**src/rtl/mc_pkg.sv**
```systemverilog
// Shared encodings for the multi-cycle MIPS controller:
// states, opcodes/functs and datapath mux/ALU codes.
package mc_pkg;

  typedef enum logic [3:0] {
    S_RESET  = 4'd0,
    S_FETCH  = 4'd1,
    S_DECODE = 4'd2,
    S_REXEC  = 4'd3,
    S_IEXEC  = 4'd4,
    S_ALUWB  = 4'd5,
    S_MEMADR = 4'd6,
    S_MEMRD  = 4'd7,
    S_MEMWB  = 4'd8,
    S_MEMWR  = 4'd9,
    S_BRANCH = 4'd10,
    S_JUMP   = 4'd11,
    S_JAL    = 4'd12,
    S_JR     = 4'd13
  } state_t;

  localparam logic [5:0] OP_RTYPE  = 6'h00;
  localparam logic [5:0] OP_REGIMM = 6'h01;
  localparam logic [5:0] OP_J      = 6'h02;
  localparam logic [5:0] OP_JAL    = 6'h03;
  localparam logic [5:0] OP_BEQ    = 6'h04;
  localparam logic [5:0] OP_BNE    = 6'h05;
  localparam logic [5:0] OP_BGTZ   = 6'h07;
  localparam logic [5:0] OP_ADDI   = 6'h08;
  localparam logic [5:0] OP_ADDIU  = 6'h09;
  localparam logic [5:0] OP_SLTI   = 6'h0A;
  localparam logic [5:0] OP_ANDI   = 6'h0C;
  localparam logic [5:0] OP_ORI    = 6'h0D;
  localparam logic [5:0] OP_LUI    = 6'h0F;
  localparam logic [5:0] OP_LW     = 6'h23;
  localparam logic [5:0] OP_SW     = 6'h2B;

  localparam logic [5:0] FN_SLL  = 6'h00;
  localparam logic [5:0] FN_SRL  = 6'h02;
  localparam logic [5:0] FN_SRA  = 6'h03;
  localparam logic [5:0] FN_JR   = 6'h08;
  localparam logic [5:0] FN_ADD  = 6'h20;
  localparam logic [5:0] FN_ADDU = 6'h21;
  localparam logic [5:0] FN_SUB  = 6'h22;
  localparam logic [5:0] FN_SUBU = 6'h23;
  localparam logic [5:0] FN_AND  = 6'h24;
  localparam logic [5:0] FN_OR   = 6'h25;
  localparam logic [5:0] FN_NOR  = 6'h27;
  localparam logic [5:0] FN_SLT  = 6'h2A;

  localparam logic [3:0] ALU_NOP = 4'd0;
  localparam logic [3:0] ALU_ADD = 4'd1;
  localparam logic [3:0] ALU_SUB = 4'd2;
  localparam logic [3:0] ALU_AND = 4'd3;
  localparam logic [3:0] ALU_OR  = 4'd4;
  localparam logic [3:0] ALU_NOR = 4'd5;
  localparam logic [3:0] ALU_SLT = 4'd6;
  localparam logic [3:0] ALU_SLL = 4'd7;
  localparam logic [3:0] ALU_SRL = 4'd8;
  localparam logic [3:0] ALU_SRA = 4'd9;

  localparam logic [2:0] SRCB_REG  = 3'b000;
  localparam logic [2:0] SRCB_FOUR = 3'b001;
  localparam logic [2:0] SRCB_SEXT = 3'b010;
  localparam logic [2:0] SRCB_ZEXT = 3'b011;
  localparam logic [2:0] SRCB_UPPR = 3'b100;
  localparam logic [2:0] SRCB_BOFS = 3'b101;

  localparam logic [1:0] PCS_ALU    = 2'b00;
  localparam logic [1:0] PCS_ALUOUT = 2'b01;
  localparam logic [1:0] PCS_JUMP   = 2'b10;
  localparam logic [1:0] PCS_REGA   = 2'b11;

  localparam logic [1:0] DST_RD  = 2'b00;
  localparam logic [1:0] DST_RT  = 2'b01;
  localparam logic [1:0] DST_R31 = 2'b10;

  localparam logic [1:0] WB_ALU = 2'b00;
  localparam logic [1:0] WB_MDR = 2'b01;
  localparam logic [1:0] WB_PC  = 2'b10;

  function automatic logic is_r_alu(input logic [5:0] fn);
    return fn inside {FN_ADD, FN_ADDU, FN_SUB, FN_SUBU,
                      FN_AND, FN_OR, FN_NOR, FN_SLT,
                      FN_SLL, FN_SRL, FN_SRA};
  endfunction

  function automatic logic is_i_alu(input logic [5:0] op);
    return op inside {OP_ANDI, OP_ORI, OP_SLTI,
                      OP_ADDI, OP_ADDIU, OP_LUI};
  endfunction

  function automatic logic is_branch(input logic [5:0] op);
    return op inside {OP_BEQ, OP_BNE, OP_BGTZ, OP_REGIMM};
  endfunction

  function automatic logic [1:0] branch_type(input logic [5:0] op);
    logic [1:0] bt;
    unique case (op)
      OP_BNE:    bt = 2'b01;
      OP_BGTZ:   bt = 2'b10;
      OP_REGIMM: bt = 2'b11;
      default:   bt = 2'b00;
    endcase
    return bt;
  endfunction

endpackage

```
**src/rtl/mc_alu_decode.sv**
```systemverilog
// ALU operation and operand-B select for each controller state.
// Non-ALU states leave the ALU idle with operand B on reg B.
import mc_pkg::*;

module mc_alu_decode (
  input  state_t     state,
  input  logic [5:0] opcode,
  input  logic [5:0] funct,
  output logic [3:0] alu_ctrl,
  output logic [2:0] alu_src_b
);

  always_comb begin
    alu_ctrl  = ALU_NOP;
    alu_src_b = SRCB_REG;
    unique case (state)
      S_FETCH: begin
        alu_ctrl  = ALU_ADD;
        alu_src_b = SRCB_FOUR;
      end
      S_DECODE: begin
        alu_ctrl  = ALU_ADD;
        alu_src_b = SRCB_BOFS;
      end
      S_REXEC: begin
        unique case (funct)
          FN_ADD, FN_ADDU: alu_ctrl = ALU_ADD;
          FN_SUB, FN_SUBU: alu_ctrl = ALU_SUB;
          FN_AND:          alu_ctrl = ALU_AND;
          FN_OR:           alu_ctrl = ALU_OR;
          FN_NOR:          alu_ctrl = ALU_NOR;
          FN_SLT:          alu_ctrl = ALU_SLT;
          FN_SLL:          alu_ctrl = ALU_SLL;
          FN_SRL:          alu_ctrl = ALU_SRL;
          FN_SRA:          alu_ctrl = ALU_SRA;
          default:         alu_ctrl = ALU_NOP;
        endcase
      end
      S_IEXEC: begin
        unique case (opcode)
          OP_ANDI: begin
            alu_ctrl  = ALU_AND;
            alu_src_b = SRCB_ZEXT;
          end
          OP_ORI: begin
            alu_ctrl  = ALU_OR;
            alu_src_b = SRCB_ZEXT;
          end
          OP_SLTI: begin
            alu_ctrl  = ALU_SLT;
            alu_src_b = SRCB_SEXT;
          end
          OP_ADDI, OP_ADDIU: begin
            alu_ctrl  = ALU_ADD;
            alu_src_b = SRCB_SEXT;
          end
          OP_LUI: begin
            alu_ctrl  = ALU_ADD;
            alu_src_b = SRCB_UPPR;
          end
          default: begin
            alu_ctrl  = ALU_NOP;
            alu_src_b = SRCB_REG;
          end
        endcase
      end
      S_MEMADR: begin
        alu_ctrl  = ALU_ADD;
        alu_src_b = SRCB_SEXT;
      end
      S_BRANCH: begin
        alu_ctrl  = ALU_SUB;
        alu_src_b = SRCB_REG;
      end
      default: begin
        alu_ctrl  = ALU_NOP;
        alu_src_b = SRCB_REG;
      end
    endcase
  end

endmodule

```
**src/rtl/mc_control.sv**
```systemverilog
// Multi-cycle MIPS control FSM: one datapath step per state,
// outputs decoded from state, ir and mem_ready.
import mc_pkg::*;

module mc_control (
  input  logic        clock,
  input  logic        reset,
  input  logic [31:0] ir,
  input  logic        mem_ready,
  output logic        PCWrite,
  output logic        PCWriteCond,
  output logic [1:0]  BranchType,
  output logic        IorD,
  output logic        MemRead,
  output logic        MemWrite,
  output logic        IRWrite,
  output logic        RegWrite,
  output logic [1:0]  RegDst,
  output logic [1:0]  MemtoReg,
  output logic        ALUSrcA,
  output logic [2:0]  ALUSrcB,
  output logic [3:0]  ALU_ctrl,
  output logic [1:0]  PCSource,
  output logic        instr_done,
  output logic        illegal_op
);

  state_t     state;
  state_t     dec_next;
  logic       dec_bad;
  logic       is_nop;
  logic [5:0] op;
  logic [5:0] fn;

  assign op     = ir[31:26];
  assign fn     = ir[5:0];
  assign is_nop = (ir == 32'd0);

  // is_nop is excluded from the R-type arms so the arms stay disjoint.
  always_comb begin
    dec_next = S_FETCH;
    dec_bad  = 1'b0;
    unique case (1'b1)
      is_nop:
        dec_next = S_FETCH;
      (op == OP_RTYPE) && (fn == FN_JR):
        dec_next = S_JR;
      (op == OP_RTYPE) && !is_nop && is_r_alu(fn):
        dec_next = S_REXEC;
      is_i_alu(op):
        dec_next = S_IEXEC;
      (op == OP_LW) || (op == OP_SW):
        dec_next = S_MEMADR;
      is_branch(op):
        dec_next = S_BRANCH;
      (op == OP_J):
        dec_next = S_JUMP;
      (op == OP_JAL):
        dec_next = S_JAL;
      default: begin
        dec_next = S_FETCH;
        dec_bad  = 1'b1;
      end
    endcase
  end

  always_ff @(posedge clock) begin
    if (reset) begin
      state <= S_RESET;
    end else begin
      unique case (state)
        S_RESET:  state <= S_FETCH;
        S_FETCH:  if (mem_ready) state <= S_DECODE;
        S_DECODE: state <= dec_next;
        S_REXEC:  state <= S_ALUWB;
        S_IEXEC:  state <= S_ALUWB;
        S_ALUWB:  state <= S_FETCH;
        S_MEMADR: state <= (op == OP_LW) ? S_MEMRD : S_MEMWR;
        S_MEMRD:  if (mem_ready) state <= S_MEMWB;
        S_MEMWB:  state <= S_FETCH;
        S_MEMWR:  if (mem_ready) state <= S_FETCH;
        S_BRANCH: state <= S_FETCH;
        S_JUMP:   state <= S_FETCH;
        S_JAL:    state <= S_FETCH;
        S_JR:     state <= S_FETCH;
        default:  state <= S_RESET;
      endcase
    end
  end

  mc_alu_decode u_alu_decode (
    .state     (state),
    .opcode    (op),
    .funct     (fn),
    .alu_ctrl  (ALU_ctrl),
    .alu_src_b (ALUSrcB)
  );

  always_comb begin
    PCWrite     = 1'b0;
    PCWriteCond = 1'b0;
    BranchType  = 2'b00;
    IorD        = 1'b0;
    MemRead     = 1'b0;
    MemWrite    = 1'b0;
    IRWrite     = 1'b0;
    RegWrite    = 1'b0;
    RegDst      = DST_RD;
    MemtoReg    = WB_ALU;
    ALUSrcA     = 1'b0;
    PCSource    = PCS_ALU;
    instr_done  = 1'b0;
    illegal_op  = 1'b0;
    unique case (state)
      S_FETCH: begin
        MemRead = 1'b1;
        IRWrite = mem_ready;
        PCWrite = mem_ready;
      end
      S_DECODE: begin
        instr_done = is_nop || dec_bad;
        illegal_op = dec_bad;
      end
      S_REXEC, S_IEXEC, S_MEMADR: begin
        ALUSrcA = 1'b1;
      end
      S_ALUWB: begin
        RegWrite   = 1'b1;
        RegDst     = (op == OP_RTYPE) ? DST_RD : DST_RT;
        instr_done = 1'b1;
      end
      S_MEMRD: begin
        MemRead = 1'b1;
        IorD    = 1'b1;
      end
      S_MEMWB: begin
        RegWrite   = 1'b1;
        RegDst     = DST_RT;
        MemtoReg   = WB_MDR;
        instr_done = 1'b1;
      end
      S_MEMWR: begin
        MemWrite   = 1'b1;
        IorD       = 1'b1;
        instr_done = mem_ready;
      end
      S_BRANCH: begin
        ALUSrcA     = 1'b1;
        PCWriteCond = 1'b1;
        PCSource    = PCS_ALUOUT;
        BranchType  = branch_type(op);
        instr_done  = 1'b1;
      end
      S_JUMP: begin
        PCWrite    = 1'b1;
        PCSource   = PCS_JUMP;
        instr_done = 1'b1;
      end
      // Register file captures the already-incremented PC here.
      S_JAL: begin
        PCWrite    = 1'b1;
        PCSource   = PCS_JUMP;
        RegWrite   = 1'b1;
        RegDst     = DST_R31;
        MemtoReg   = WB_PC;
        instr_done = 1'b1;
      end
      S_JR: begin
        PCWrite    = 1'b1;
        PCSource   = PCS_REGA;
        instr_done = 1'b1;
      end
      default: begin
        PCWrite = 1'b0;
      end
    endcase
  end

endmodule

```
**config.mk**
```make
export PLATFORM = sky130hd
export DESIGN_NAME = mc_control
export DESIGN_NICKNAME = d
export VERILOG_FILES = /design/src/rtl/mc_pkg.sv /design/src/rtl/mc_alu_decode.sv /design/src/rtl/mc_control.sv
export SDC_FILE = /design/constraint.sdc
export NUM_CORES = 1
export LEC_CHECK = 0
export CORE_MARGIN = 2
export CORE_UTILIZATION = 44
export CTS_BUF_LIST = sky130_fd_sc_hd__clkbuf_4
export CTS_CLUSTER_DIAMETER = 150
export DETAILED_ROUTE_END_ITERATION = 12
export PLACE_DENSITY = 0.93
export SLEW_MARGIN = 5
export SYNTH_ARGS = -nofsm -noshare
export SYNTH_HDL_FRONTEND = slang
export SYNTH_SLANG_ARGS = --single-unit
```
**constraint.sdc**
```tcl
create_clock -name clock -period 3.6 [get_ports clock]
set_clock_uncertainty 0.1 [all_clocks]
set_input_delay 0.72 -clock clock [delete_from_list [all_inputs] [get_ports clock]]
set_output_delay 0.72 -clock clock [all_outputs]
set_load 0.01 [all_outputs]
```
### Word level (Yosys, flattened, before mapping)

Index checks and enable logic that the tools add are counted.

* register bits after elaboration: 4
* output and inout bits: 25
* bits of input ports: 35

* equal/unequal tests: 41
* reduce and logical (&&, ||, !) cells: 30
* mux-type cells: 28

Operator list (number)
* $eq A6 B6 Y1 const B: 10
* $pmux W4 S7: 2
* $eq A6 B4 Y1 const B: 7
* $pmux W4 S9: 1
* $logic_not A32 Y1: 1
* $eq A4 B4 Y1 const B: 6
* $eq A6 B2 Y1 const B: 4
* $pmux W3 S4: 2
* $eq A6 B3 Y1 const B: 3
* $pmux W2 S3: 3
* $eq A4 B3 Y1 const B: 4
* $mux W4: 4
* $pmux W4 S4: 1
* $reduce_or A3 Y1: 5
* $reduce_or A2 Y1: 7
* $logic_not A6 Y1: 2
* $reduce_bool A11 Y1: 1
* $mux W1: 10
* $pmux W3 S3: 1
* $eq A4 B2 Y1 const B: 2
* $reduce_or A8 Y1: 1
* $reduce_or A7 Y1: 1
* $eq A6 B1 Y1 const B: 1
* $ne A2 B2 Y1 const B: 3
* other kinds (14): 17

### Depth between registers and ports, before layout

* depth after elaboration: 8
* depth in mapped cells: 7
* mapped depth without buffers: 6

### Cells and area by module

Synthesis repeated with hierarchy kept, for this count alone.

* cell total of the unflattened synthesis: 189
* area total of the unflattened synthesis: 1184.9 sq um

By module, submodules not included
* mc_control: area an instance 860.8 sq um, cells an instance 135, sequential area each 80.1 sq um, instances 1
* mc_alu_decode: area an instance 324.1 sq um, cells an instance 54, sequential area each 0.0 sq um, instances 1

### Least setup slack after synthesis

OpenSTA, ideal clock, no wires.

* path type: input to output
* from: in ir[0]
* to: out illegal_op
* arrival: 2.128 ns
* setup slack: 0.652 ns
* required time: 2.780 ns
* buffers on the path: 1
* stages on the path: 5
* cells stage by stage: buf_6 -> or4_4 -> nor3_2 -> o211ai_2 -> a211oi_1

* word-level cells in the longest chain between the ends: 7

RTL lines
* start, declared: line mc_control.sv:8 `input logic [31:0] ir,`
* parallel branches: the longest is 4 deep, another holds $reduce_bool A11 Y1
* $reduce_or A8 Y1 (no source line) (*)
* $mux W1 (*): line mc_control.sv:43 `unique case (1'b1)`
* $mux W1 (*): line mc_control.sv:114 `unique case (state)`
* end, declared: line mc_control.sv:25 `output logic illegal_op`

Every way passes the cells marked *.

### Final worst setup path

* from: in ir[29]
* to: out ALU_ctrl[1]

* word-level cells in the longest chain between the ends: 4

RTL lines
* $eq A6 B4 Y1: line mc_alu_decode.sv:40 `unique case (opcode)`
* $reduce_or A3 Y1 (no source line)
* $pmux W3 S4 (*): line mc_alu_decode.sv:40
* $pmux W4 S4 (*): line mc_alu_decode.sv:16 `unique case (state)`
* end, declared: line mc_control.sv:22 `output logic [3:0] ALU_ctrl,`

Every way passes the cells marked *; elsewhere a longest branch is shown, timed or not.

==> impl_metrics.py <==
metrics = {
    "run_status": {
        "status": "completed",
    },
    "placed_design": {
        "dp_hpwl_microns": 3200,
        "postPlaceCellArea_sq_um": 1880,
        "gp_congestion": 0.958,
        "dp_cells": 284,
        "io_buffers": 59,
        "place_worst_setup_slack_ps": -185,
    },
    "detailed_routing": {
        "via_per_inst": 5.86,
        "antenna_left": 0,
        "wl_per_cell_microns": 14.6,
        "drt_iter0_markers": 81,
        "drc": 0,
        "num_vias": 1681,
        "firstDrtPassIters": 4,
        "wl_microns": 4180,
    },
    "cells_and_area": {
        "syn2layout_area_growth_pct": 69.5,
        "instances_no_fill": 287,
        "drive_gt1_frac": 0.179,
        "final_area_sq_um": 1930,
        "num_antenna_cells": 0,
        "reg_top3": "state: 4 flops",
        "regMostFlops": "state",
        "largest_reg_flops": 4,
        "nets": 294,
    },
    "die": {
        "start_util": 0.464,
        "die_height_microns": 54.9,
        "dieWidth_microns": 54.9,
        "row_count": 18,
        "dieArea_sq_um": 3010,
        "core_area_sq_um": 2450,
        "ios": 60,
    },
    "cts": {
        "cts_tree": "done",
        "cts_buffer_depth": 2,
        "cts_root_buf": "clkbuf_4",
        "hold_buffers": 0,
        "numCtsBuffers": 3,
        "cts.sinks": 4,
        "clkSlewWorstSetupHoldPaths_ps": 40,
        "htree_levels": 1,
        "worstSkewPairLatency_ps": 240,
    },
    "setup_path": {
        "required_ps": 2780,
        "cp-start-kind": "input pin",
        "endpoint_kind": "output pin",
        "cp_max_fo": 6,
        "criticalPathCategory": "in2out",
        "critPathArrivalTime_ps": 2710,
    },
    "timing": {
        "fin_tns_setup_ps": 0,
        "layout_min_cycle_time_ps": 3530,
        "max_freq_mhz": 283,
        "max_slew.worst_pin.slew_ps": 611,
        "max_slew_margin": 0.592,
        "period_share": 0.980,
        "hold_violations": 0,
        "final.setup.worst_slack_ps": 71.1,
        "drv_slew": 0,
        "setup_viol": 0,
    },
    "power_and_ir_drop": {
        "switching_share": 0.384,
        "combPwrFrac": 0.628,
        "clkPwrFrac": 0.193,
        "p_per_area_nw_per_um2": 157,
        "internal_power_mw": 0.187,
        "leakage_nw": 0.758,
        "pwr-share-seq": 0.179,
        "ir_drop_mv": 0.168,
        "switching_power_mw": 0.117,
    },
    "synth": {
        "synth_area_sq_um": 1140,
        "yosysWarnings": 0,
        "synth_seq_cells": 4,
        "synth_seq_area_share": 0.0703,
        "avgSynthCellArea_sq_um": 6.10,
        "synthesis.nets": 222,
        "yosysUniqueCellTypes": 47,
        "synth_ff_type": "dfxtp_1",
        "netlist_instances": 187,
        "async_flop_share": 0,
        "synth-edff-count": 0,
    },
    "global_routing": {
        "antenna_found_initial": 0,
        "grt_max_degree": 20,
        "grt_remaining_overflow": 0,
        "track_usage": 0.285,
        "grt_pass1_wl_microns": 6390,
        "grt_pass1_vias": 1458,
    },
    "flow_run": {
        "maxCapViolations": 0,
    },
    "min_path": {
        "hold_path.class": "reg2reg",
    },
}
logic make-up after synthesis:
logic type                synth area share
DFF                                 0.0703
and+or+nand+nor                      0.509
AOI/OAI and AO/OA                    0.301
buffers and inverters               0.0823
xor gates and xnor gates           0.00769
muxes                               0.0296
Yosys cell counts, types with 2 or more instances:
cell,count,area share
a211oi_1,3,0.020
a21o_1,2,0.013
a21oi_1,18,0.079
a31oi_1,3,0.016
clkbuf_1,14,0.046
dfxtp_1,4,0.070
inv_1,6,0.020
mux2_2,3,0.030
nand2_1,20,0.066
nand2b_1,6,0.033
nand3_1,5,0.022
nand3b_1,3,0.020
nor2_1,26,0.086
nor2b_1,8,0.044
nor3_1,10,0.044
nor4_1,6,0.033
nor4_4,2,0.037
o211ai_1,4,0.026
o21ai_0,13,0.057
or2_2,3,0.016
or3_1,2,0.011
cells in the final DEF, fill, tap and decap left out, types with 4 or more instances in the layout:
| cell type | instances |
|---|---|
| a21oi_1 | 18 |
| buf_4 | 24 |
| clkdlybuf4s50_1 | 54 |
| dfxtp_1 | 4 |
| inv_1 | 6 |
| nand2_1 | 20 |
| nand2b_1 | 6 |
| nand3_1 | 5 |
| nor2_1 | 26 |
| nor2b_1 | 7 |
| nor3_1 | 9 |
| nor4_1 | 5 |
| o211ai_1 | 4 |
| o21ai_0 | 13 |
through the flow:
step           hold WS, ps   util  power [mW]
3_3_place_gp           660  0.765       0.237
3_5_place_dp           649  0.765       0.241
6_report               673  0.787       0.304
5_1_grt                719  0.787       0.324
4_1_cts                657  0.775       0.300
2_1_floorplan          558      -       0.144
area by class of cell:
class,instances,area (sq um)
flip-flops and latches,4,80.1
fillers,173,523
inverters,6,22.5
multi-input cells,161,992
well taps,30,37.5
repair buffers,83,777
clock buffers,3,22.5
final timing paths:
kind / from / to / slack [ps] / depth (start not counted)
min: state[2]$_SDFFE_PP0P_ / state[1]$_SDFFE_PP0P_ / 670 / 4
min reg2reg: state[2]$_SDFFE_PP0P_ / state[1]$_SDFFE_PP0P_ / 670 / 4
max reg2reg: state[1]$_SDFFE_PP0P_ / state[2]$_SDFFE_PP0P_ / 1720 / 4
max: ir[29] / ALU_ctrl[1] / 70 / 6
worst max-delay path: stages:
cell and delay, ps:
clkdlybuf4s50_1 580, nand2b_1 170, nor3_2 190, nand2_1 150
o311ai_1 320, clkdlybuf4s50_1 590
power by group through the flow:
stage | logic, mW | registers [mW] | clock network (mW)
6_report | 0.191 | 0.0544 | 0.0588
5_1_grt | 0.207 | 0.0550 | 0.0625
4_1_cts | 0.186 | 0.0539 | 0.0599
3_5_place_dp | 0.187 | 0.0546 | 0
3_3_place_gp | 0.182 | 0.0547 | 0
2_1_floorplan | 0.0945 | 0.0492 | 0
timing repair:
action                                  CTS  global route
gates resized for setup                   4             8
endpoints found under the setup margin    3             7
buffers inserted                          0             0
per-layer routing:
layer	wire [microns]	global-route usage
met4	59	0.0366
met1	1760	0.363
met5	0	0
met3	319	0.0403
met2	2040	0.520
(Power assumes the default switching activity.)
